### src/rtl/frame_scheduler_pkg.sv
// frame_scheduler_pkg
//  Shared definitions for the frame scheduler: FSM state encoding, flash layout
//  defaults and small helpers for frame index sequencing and flash addressing.
package frame_scheduler_pkg;

  // Scheduler FSM states (2-bit encoding; 2'd3 is unused and recovers to IDLE)
  typedef enum logic [1:0] {
    ST_IDLE      = 2'd0,
    ST_LOAD      = 2'd1,
    ST_SWAP_WAIT = 2'd2
  } state_e;

  localparam logic [23:0] FLASH_BASE_DEFAULT  = 24'h800000;
  localparam int unsigned FRAME_SHIFT_DEFAULT = 13;

  // Next animation frame, wrapping count-1 -> 0 (>= also recovers an out-of-range index)
  function automatic logic [7:0] next_index(input logic [7:0] idx, input int unsigned count);
    logic [7:0] last;
    last = 8'(count - 1);
    if (idx >= last) begin
      return 8'd0;
    end else begin
      return idx + 8'd1;
    end
  endfunction

  // Flash start address of a frame: base + (idx << shift), truncated to 24 bits
  function automatic logic [23:0] load_address(input logic [23:0] base, input logic [7:0] idx,
                                               input int unsigned shift);
    logic [23:0] offset;
    offset = 24'(idx) << shift;
    return base + offset;
  endfunction

endpackage

### src/rtl/frame_scheduler_tick_gen.sv
// frame_scheduler_tick_gen
//  Frame-rate prescaler. o_tick is high for one cycle whenever the prescaler is
//  zero, after which it reloads PERIOD-1. Because reset clears the prescaler, the
//  first tick lands on the first cycle after reset release.
// Ports
//  i_clk    in  1  system clock
//  i_reset  in  1  asynchronous reset, active-high
//  o_tick   out 1  one-cycle frame tick
module frame_scheduler_tick_gen #(
  parameter int unsigned PERIOD = 4_800_000
) (
  input  logic i_clk,
  input  logic i_reset,
  output logic o_tick
);

  localparam int unsigned CNT_W = (PERIOD > 1) ? $clog2(PERIOD) : 1;

  logic [CNT_W-1:0] presc_q;
  logic [CNT_W-1:0] presc_d;

  assign o_tick = (presc_q == {CNT_W{1'b0}});

  // Prescaler next value: reload on tick, otherwise count down
  always_comb begin
    presc_d = presc_q;
    if (o_tick) begin
      presc_d = CNT_W'(PERIOD - 1);
    end else begin
      presc_d = presc_q - CNT_W'(1);
    end
  end

  // Prescaler register
  always_ff @(posedge i_clk or posedge i_reset) begin
    if (i_reset) begin
      presc_q <= {CNT_W{1'b0}};
    end else begin
      presc_q <= presc_d;
    end
  end

endmodule

### src/rtl/frame_scheduler.sv
// frame_scheduler
//  Sequences animation playback over a double-buffered pixel RAM: one flash load
//  per frame tick into the back bank, bank swap only at a panel refresh boundary.
// Ports
//  i_clk, i_reset           clock, asynchronous active-high reset
//  i_load_done              loader pulse: frame fully written
//  i_panel_frame_end        driver pulse: refresh scan finished
//  o_load_stb/o_load_addr   start-load pulse and flash address (held through the load)
//  o_write_bank/o_display_bank  bank selects (always complementary)
//  o_frame_index            frame being / last loaded
//  o_swap_stb, o_overrun, o_timeout  one-cycle event pulses
module frame_scheduler
  import frame_scheduler_pkg::*;
#(
  parameter int unsigned CLK_HZ        = 48_000_000,
  parameter int unsigned FRAME_RATE_HZ = 10,
  parameter int unsigned FRAME_COUNT   = 12,
  parameter logic [23:0] FLASH_BASE    = FLASH_BASE_DEFAULT,
  parameter int unsigned FRAME_SHIFT   = FRAME_SHIFT_DEFAULT,
  parameter int unsigned LOAD_TIMEOUT  = 65535
) (
  input  logic        i_clk,
  input  logic        i_reset,
  input  logic        i_load_done,
  input  logic        i_panel_frame_end,
  output logic        o_load_stb,
  output logic [23:0] o_load_addr,
  output logic        o_write_bank,
  output logic        o_display_bank,
  output logic [7:0]  o_frame_index,
  output logic        o_swap_stb,
  output logic        o_overrun,
  output logic        o_timeout
);

  localparam int unsigned PERIOD = CLK_HZ / FRAME_RATE_HZ;
  localparam int unsigned TO_W   = (LOAD_TIMEOUT > 1) ? $clog2(LOAD_TIMEOUT) : 1;

  logic tick;

  state_e          state_q,    state_d;
  logic            pending_q,  pending_d;
  logic [7:0]      index_q,    index_d;
  logic            bank_q,     bank_d;
  logic            load_stb_q, load_stb_d;
  logic [23:0]     addr_q,     addr_d;
  logic            swap_stb_q, swap_stb_d;
  logic            overrun_q,  overrun_d;
  logic            timeout_q,  timeout_d;
  logic [TO_W-1:0] to_cnt_q,   to_cnt_d;

  frame_scheduler_tick_gen #(
    .PERIOD (PERIOD)
  ) u_tick_gen (
    .i_clk   (i_clk),
    .i_reset (i_reset),
    .o_tick  (tick)
  );

  // One-deep tick queue: IDLE consumes it; elsewhere a second tick overruns
  always_comb begin
    pending_d = pending_q;
    overrun_d = 1'b0;
    if (state_q == ST_IDLE) begin
      // A pending tick is served now; a fresh tick arriving alongside it stays queued
      pending_d = tick & pending_q;
    end else if (tick) begin
      if (pending_q) begin
        overrun_d = 1'b1;
      end else begin
        pending_d = 1'b1;
      end
    end else begin
      pending_d = pending_q;
    end
  end

  // Scheduler FSM: next state, bank/index updates and event pulses
  always_comb begin
    state_d    = state_q;
    index_d    = index_q;
    bank_d     = bank_q;
    addr_d     = addr_q;
    to_cnt_d   = to_cnt_q;
    load_stb_d = 1'b0;
    swap_stb_d = 1'b0;
    timeout_d  = 1'b0;
    case (state_q)
      ST_IDLE: begin
        if (tick || pending_q) begin
          load_stb_d = 1'b1;
          addr_d     = load_address(FLASH_BASE, index_q, FRAME_SHIFT);
          to_cnt_d   = {TO_W{1'b0}};
          state_d    = ST_LOAD;
        end else begin
          state_d = ST_IDLE;
        end
      end
      ST_LOAD: begin
        // Completion wins over a timeout expiring in the same cycle
        if (i_load_done) begin
          state_d = ST_SWAP_WAIT;
        end else if (to_cnt_q == TO_W'(LOAD_TIMEOUT - 1)) begin
          // Abandoned frame: skip it without swapping so the panel keeps a whole image
          timeout_d = 1'b1;
          index_d   = next_index(index_q, FRAME_COUNT);
          state_d   = ST_IDLE;
        end else begin
          to_cnt_d = to_cnt_q + TO_W'(1);
        end
      end
      ST_SWAP_WAIT: begin
        if (i_panel_frame_end) begin
          bank_d     = ~bank_q;
          swap_stb_d = 1'b1;
          index_d    = next_index(index_q, FRAME_COUNT);
          state_d    = ST_IDLE;
        end else begin
          state_d = ST_SWAP_WAIT;
        end
      end
      default: begin
        state_d = ST_IDLE;
      end
    endcase
  end

  // State and output registers
  always_ff @(posedge i_clk or posedge i_reset) begin
    if (i_reset) begin
      state_q    <= ST_IDLE;
      pending_q  <= 1'b0;
      index_q    <= 8'd0;
      bank_q     <= 1'b0;
      load_stb_q <= 1'b0;
      addr_q     <= 24'd0;
      swap_stb_q <= 1'b0;
      overrun_q  <= 1'b0;
      timeout_q  <= 1'b0;
      to_cnt_q   <= {TO_W{1'b0}};
    end else begin
      state_q    <= state_d;
      pending_q  <= pending_d;
      index_q    <= index_d;
      bank_q     <= bank_d;
      load_stb_q <= load_stb_d;
      addr_q     <= addr_d;
      swap_stb_q <= swap_stb_d;
      overrun_q  <= overrun_d;
      timeout_q  <= timeout_d;
      to_cnt_q   <= to_cnt_d;
    end
  end

  assign o_load_stb     = load_stb_q;
  assign o_load_addr    = addr_q;
  assign o_display_bank = bank_q;
  assign o_write_bank   = ~bank_q;
  assign o_frame_index  = index_q;
  assign o_swap_stb     = swap_stb_q;
  assign o_overrun      = overrun_q;
  assign o_timeout      = timeout_q;

endmodule

### config.mk
export PLATFORM = sky130hd
export DESIGN_NAME = frame_scheduler
export DESIGN_NICKNAME = d
export VERILOG_FILES = /design/src/rtl/frame_scheduler_pkg.sv /design/src/rtl/frame_scheduler_tick_gen.sv /design/src/rtl/frame_scheduler.sv
export SDC_FILE = /design/constraint.sdc
export NUM_CORES = 1
export LEC_CHECK = 0
export ABC_AREA = 1
export BUFFER_PORTS_ARGS = -buffer_cell sky130_fd_sc_hd__buf_2
export CAP_MARGIN = 20
export CORE_UTILIZATION = 63
export DETAILED_ROUTE_END_ITERATION = 10
export PLACE_DENSITY = 0.85
export SKIP_CTS_REPAIR_TIMING = 1
export SYNTH_ARGS = -nofsm -noshare
export SYNTH_HDL_FRONTEND = slang
export SYNTH_SLANG_ARGS = --single-unit
### constraint.sdc
create_clock -name i_clk -period 5.61 [get_ports i_clk]
set_input_delay 1.4025 -clock i_clk [delete_from_list [all_inputs] [get_ports i_clk]]
set_output_delay 1.4025 -clock i_clk [all_outputs]
set_load 0.02 [all_outputs]
==> flow_metrics.env <==
export IMPL_drc=0
export IMPL_endpoint_of_the_worst_slack_reg_to_reg_timing_path="to_cnt_q[5]"
export IMPL_power_static_leakage_nw=1.95
export IMPL_pwr_share_seq=0.451
export IMPL_cap_violations=0
export IMPL_track_usage=0.269
export IMPL_number_of_synthesized_flops_with_an_enable_pin=0
export IMPL_slew_at_the_pin_with_the_worst_max_slew_slack_ps=795
export IMPL_postSynthAreaPerCell_um2=7.65
export IMPL_clkPwrFrac=0.447
export IMPL_path_class="flip-flop to output port"
export IMPL_preCtsSetupSlack_ps=3020
export IMPL_fin_worst_hold_slack_ps=454
export IMPL_max_clock_freq_mhz=411
export IMPL_avgRoutedWirePerCell_um=12.8
export IMPL_floorplan_core_area_um2=5270
export IMPL_vdd_drop_max_v=0.000293
export IMPL_critical_path_top_delay_family="flip-flops"
export IMPL_worstHoldPathCells=1
export IMPL_power_report_internal_total_mw=0.836
export IMPL_critical_path_cell_list="buf_2"
export IMPL_ctsLongestPathBuffers=2
export IMPL_worstPathMaxFanout=7
export IMPL_final_cell_area_um2=3910
export IMPL_rsz0062_at_grt="no"
export IMPL_postSynthRegisterBits=64
export IMPL_worst_path_buf_inv=1
export IMPL_num_cts_buffers=9
export IMPL_crit_path_start_kind="flip-flop"
export IMPL_placedCellCount=554
export IMPL_worst_skew_pair_late_latency_ps=330
export IMPL_timing_critical_path_slowest_stage_cell="sky130_fd_sc_hd__dfrtp_1"
export IMPL_worst_hold_path_type="flip-flop to flip-flop"
export IMPL_max_stage_delay_ps=480
export IMPL_switching_share=0.248
export IMPL_critPathCaptureType="output port"
export IMPL_route_antenna_remaining_nets=0
export IMPL_ys_seq_area_frac=0.450
export IMPL_die_y_um=77.1
export IMPL_synth_top_cells_by_area="sky130_fd_sc_hd__dfrtp_1, sky130_fd_sc_hd__nand2_1, sky130_fd_sc_hd__nor2_1"
export IMPL_antenna_cells=0
export IMPL_synth_flop_cell="sky130_fd_sc_hd__dfrtp_1"
export IMPL_run_status="completed"
export IMPL_routabilityCongestion=0.814
export IMPL_dp_hpwl_mm=4.92
export IMPL_critical_register_to_register_path_startpoint="state_q[1]"
export IMPL_synth_largest_type_area_fraction=0.450
export IMPL_antenna_found_initial=0
export IMPL_via_count_of_the_first_global_routing_pass=2940
export IMPL_total_switching_power_mw=0.276
export IMPL_vias=3092
export IMPL_rows=26
export IMPL_cts_sinks=64
export IMPL_netlist_top_cells_count="sky130_fd_sc_hd__nand2_1, sky130_fd_sc_hd__nor2_1, sky130_fd_sc_hd__dfrtp_1"
export IMPL_drive_gt1_frac=0.150
export IMPL_utilization=0.742
export IMPL_final_hold_violation_count=0
export IMPL_min_delay_start="u_tick_gen.presc_q[0]"
export IMPL_buffer_ports_inserted=26
export IMPL_rr_worst_depth=5
export IMPL_largest_net_degree_at_the_start_of_global_routing=65
export IMPL_reg2reg_setup_slack_ps=3570
export IMPL_grt_first_pass_wirelength_mm=12.7
export IMPL_layout_setup_ws_ps=3180
export IMPL_final_period_minus_worst_setup_slack_ps=2430
export IMPL_crit_required_ps=4210
export IMPL_finalNetCount=504
export IMPL_warnings_from_yosys=0
export IMPL_drt_pass1_iter_count=5
export IMPL_die_w_um=77.1
export IMPL_totalWireLength_mm=7.29
export IMPL_timing_setup_tns_ps=0
export IMPL_finalClockSkew_ps=6.99
export IMPL_syn_cell_area_um2=3560
export IMPL_fin_crit_sh=0.433
export IMPL_vias_per_cell=5.42
export IMPL_design_die_area_um2=5950
export IMPL_grt_ovfl_total=0
export IMPL_power_density_nw_per_um2=284
export IMPL_share_comb_of_total_power=0.103
export IMPL_ys_async_sr_fraction=1.00
export IMPL_htreeDepth=3
export IMPL_post_synth_inst_count=465
export IMPL_areaGrowthSynthToFinish_pct=9.99
export IMPL_total_power_mw=1.11
export IMPL_hold_path_end="u_tick_gen.presc_q[0]"
export IMPL_tritoncts_clock_tree="done"
export IMPL_timing_final_setup_violations=0
export IMPL_slew_headroom=0.470
export IMPL_netlist_cell_type_count=31
export IMPL_detail_route_iter0_violations=246
export IMPL_pin_count=42
export IMPL_yosys_cell_count_top_type="sky130_fd_sc_hd__nand2_1"
export IMPL_worst_setup_hold_path_clk_slew_ps=70
export IMPL_non_filler_instances=570
export IMPL_cp_data_arrival_time_ps=1030
export IMPL_clockRootBuffer="sky130_fd_sc_hd__clkbuf_8"
export IMPL_post_dp_cell_area_um2=3660
export IMPL_floorplan_initialDensity=0.675
export IMPL_finalMaxSlewViolations=0
export IMPL_synthDominantAreaCellType="sky130_fd_sc_hd__dfrtp_1"
==> placed cells by master, fill, tap and decap left out, drive strengths merged, types with 2 or more instances in the layout <==
cell / n
ha: 5
bufinv: 3
inv: 54
dfrtp: 64
or2: 5
o22ai: 2
buf: 27
nand3: 42
a21oi: 9
clkbuf: 11
nor3: 11
nand4: 6
o21ai: 19
nand3b: 3
xor2: 4
nor2: 77
nand2: 134
and2: 2
conb: 15
==> cells by family (layout without fill, tap and decap cells) <==
logic type | count (synthesis) | after routing | synth area share
other cells | 1 | 15 | 0.00105
buf+inv | 76 | 97 | 0.107
xor+xnor | 5 | 5 | 0.0123
flops | 64 | 64 | 0.450
fa+ha+maj | 5 | 5 | 0.0176
simple gates | 281 | 281 | 0.363
compound gates | 33 | 33 | 0.0489
==> power by group through the flow <==
| stage | clock (mW) | sequential [mW] | combinational (mW) |
|---|---|---|---|
| 2_1_floorplan | 0 | 0.536 | 0.0581 |
| 3_3_place_gp | 0 | 0.509 | 0.112 |
| 3_5_place_dp | 0 | 0.510 | 0.115 |
| 4_1_cts | 0.497 | 0.502 | 0.116 |
| 5_1_grt | 0.518 | 0.504 | 0.126 |
| 6_report | 0.497 | 0.501 | 0.114 |
==> worst max path at each step <==
| stage | startpoint | endpoint | slack, ps | cells past startpoint |
|---|---|---|---|---|
| 2_1_floorplan | i_reset | o_display_bank | 2610 | 1 |
| 3_3_place_gp | i_load_done | to_cnt_q[12] | 3090 | 6 |
| 3_5_place_dp | i_load_done | to_cnt_q[7] | 3020 | 6 |
| 4_1_cts | o_frame_index[2] | o_frame_index[2] | 3190 | 1 |
| 5_1_grt | o_frame_index[2] | o_frame_index[2] | 3130 | 1 |
| 6_report | o_frame_index[2] | o_frame_index[2] | 3180 | 1 |
==> flip-flops by register name, indices dropped and copies added, names as in the netlist <==
name / cells
u_tick_gen.presc_q: 23
o_overrun: 1
o_display_bank: 1
o_frame_index: 8
pending_q: 1
o_load_addr: 9
to_cnt_q: 16
o_load_stb: 1
o_swap_stb: 1
state_q: 2
o_timeout: 1
==> layout make-up <==
cell class                      instances  area, um^2
Inverter                               54         203
Clock buffer                           11         151
Fill cell                             384        1360
Sequential cell                        64        1600
Tap cell                               70        87.6
Multi-Input combinational cell        339        1630
Clock inverter                          5         103
Timing Repair Buffer                   27         138
==> per-layer routing <==
metal	track usage	up-vias	share of wire	routed length, um
li1	-	1496	-	-
met1	0.355	1465	0.46	3360
met2	0.435	117	0.48	3480
met3	0.0464	14	0.048	353
met4	0.115	0	0.013	95
met5	0	-	0	0
Note: power is estimated with default switching activity, not from simulation.
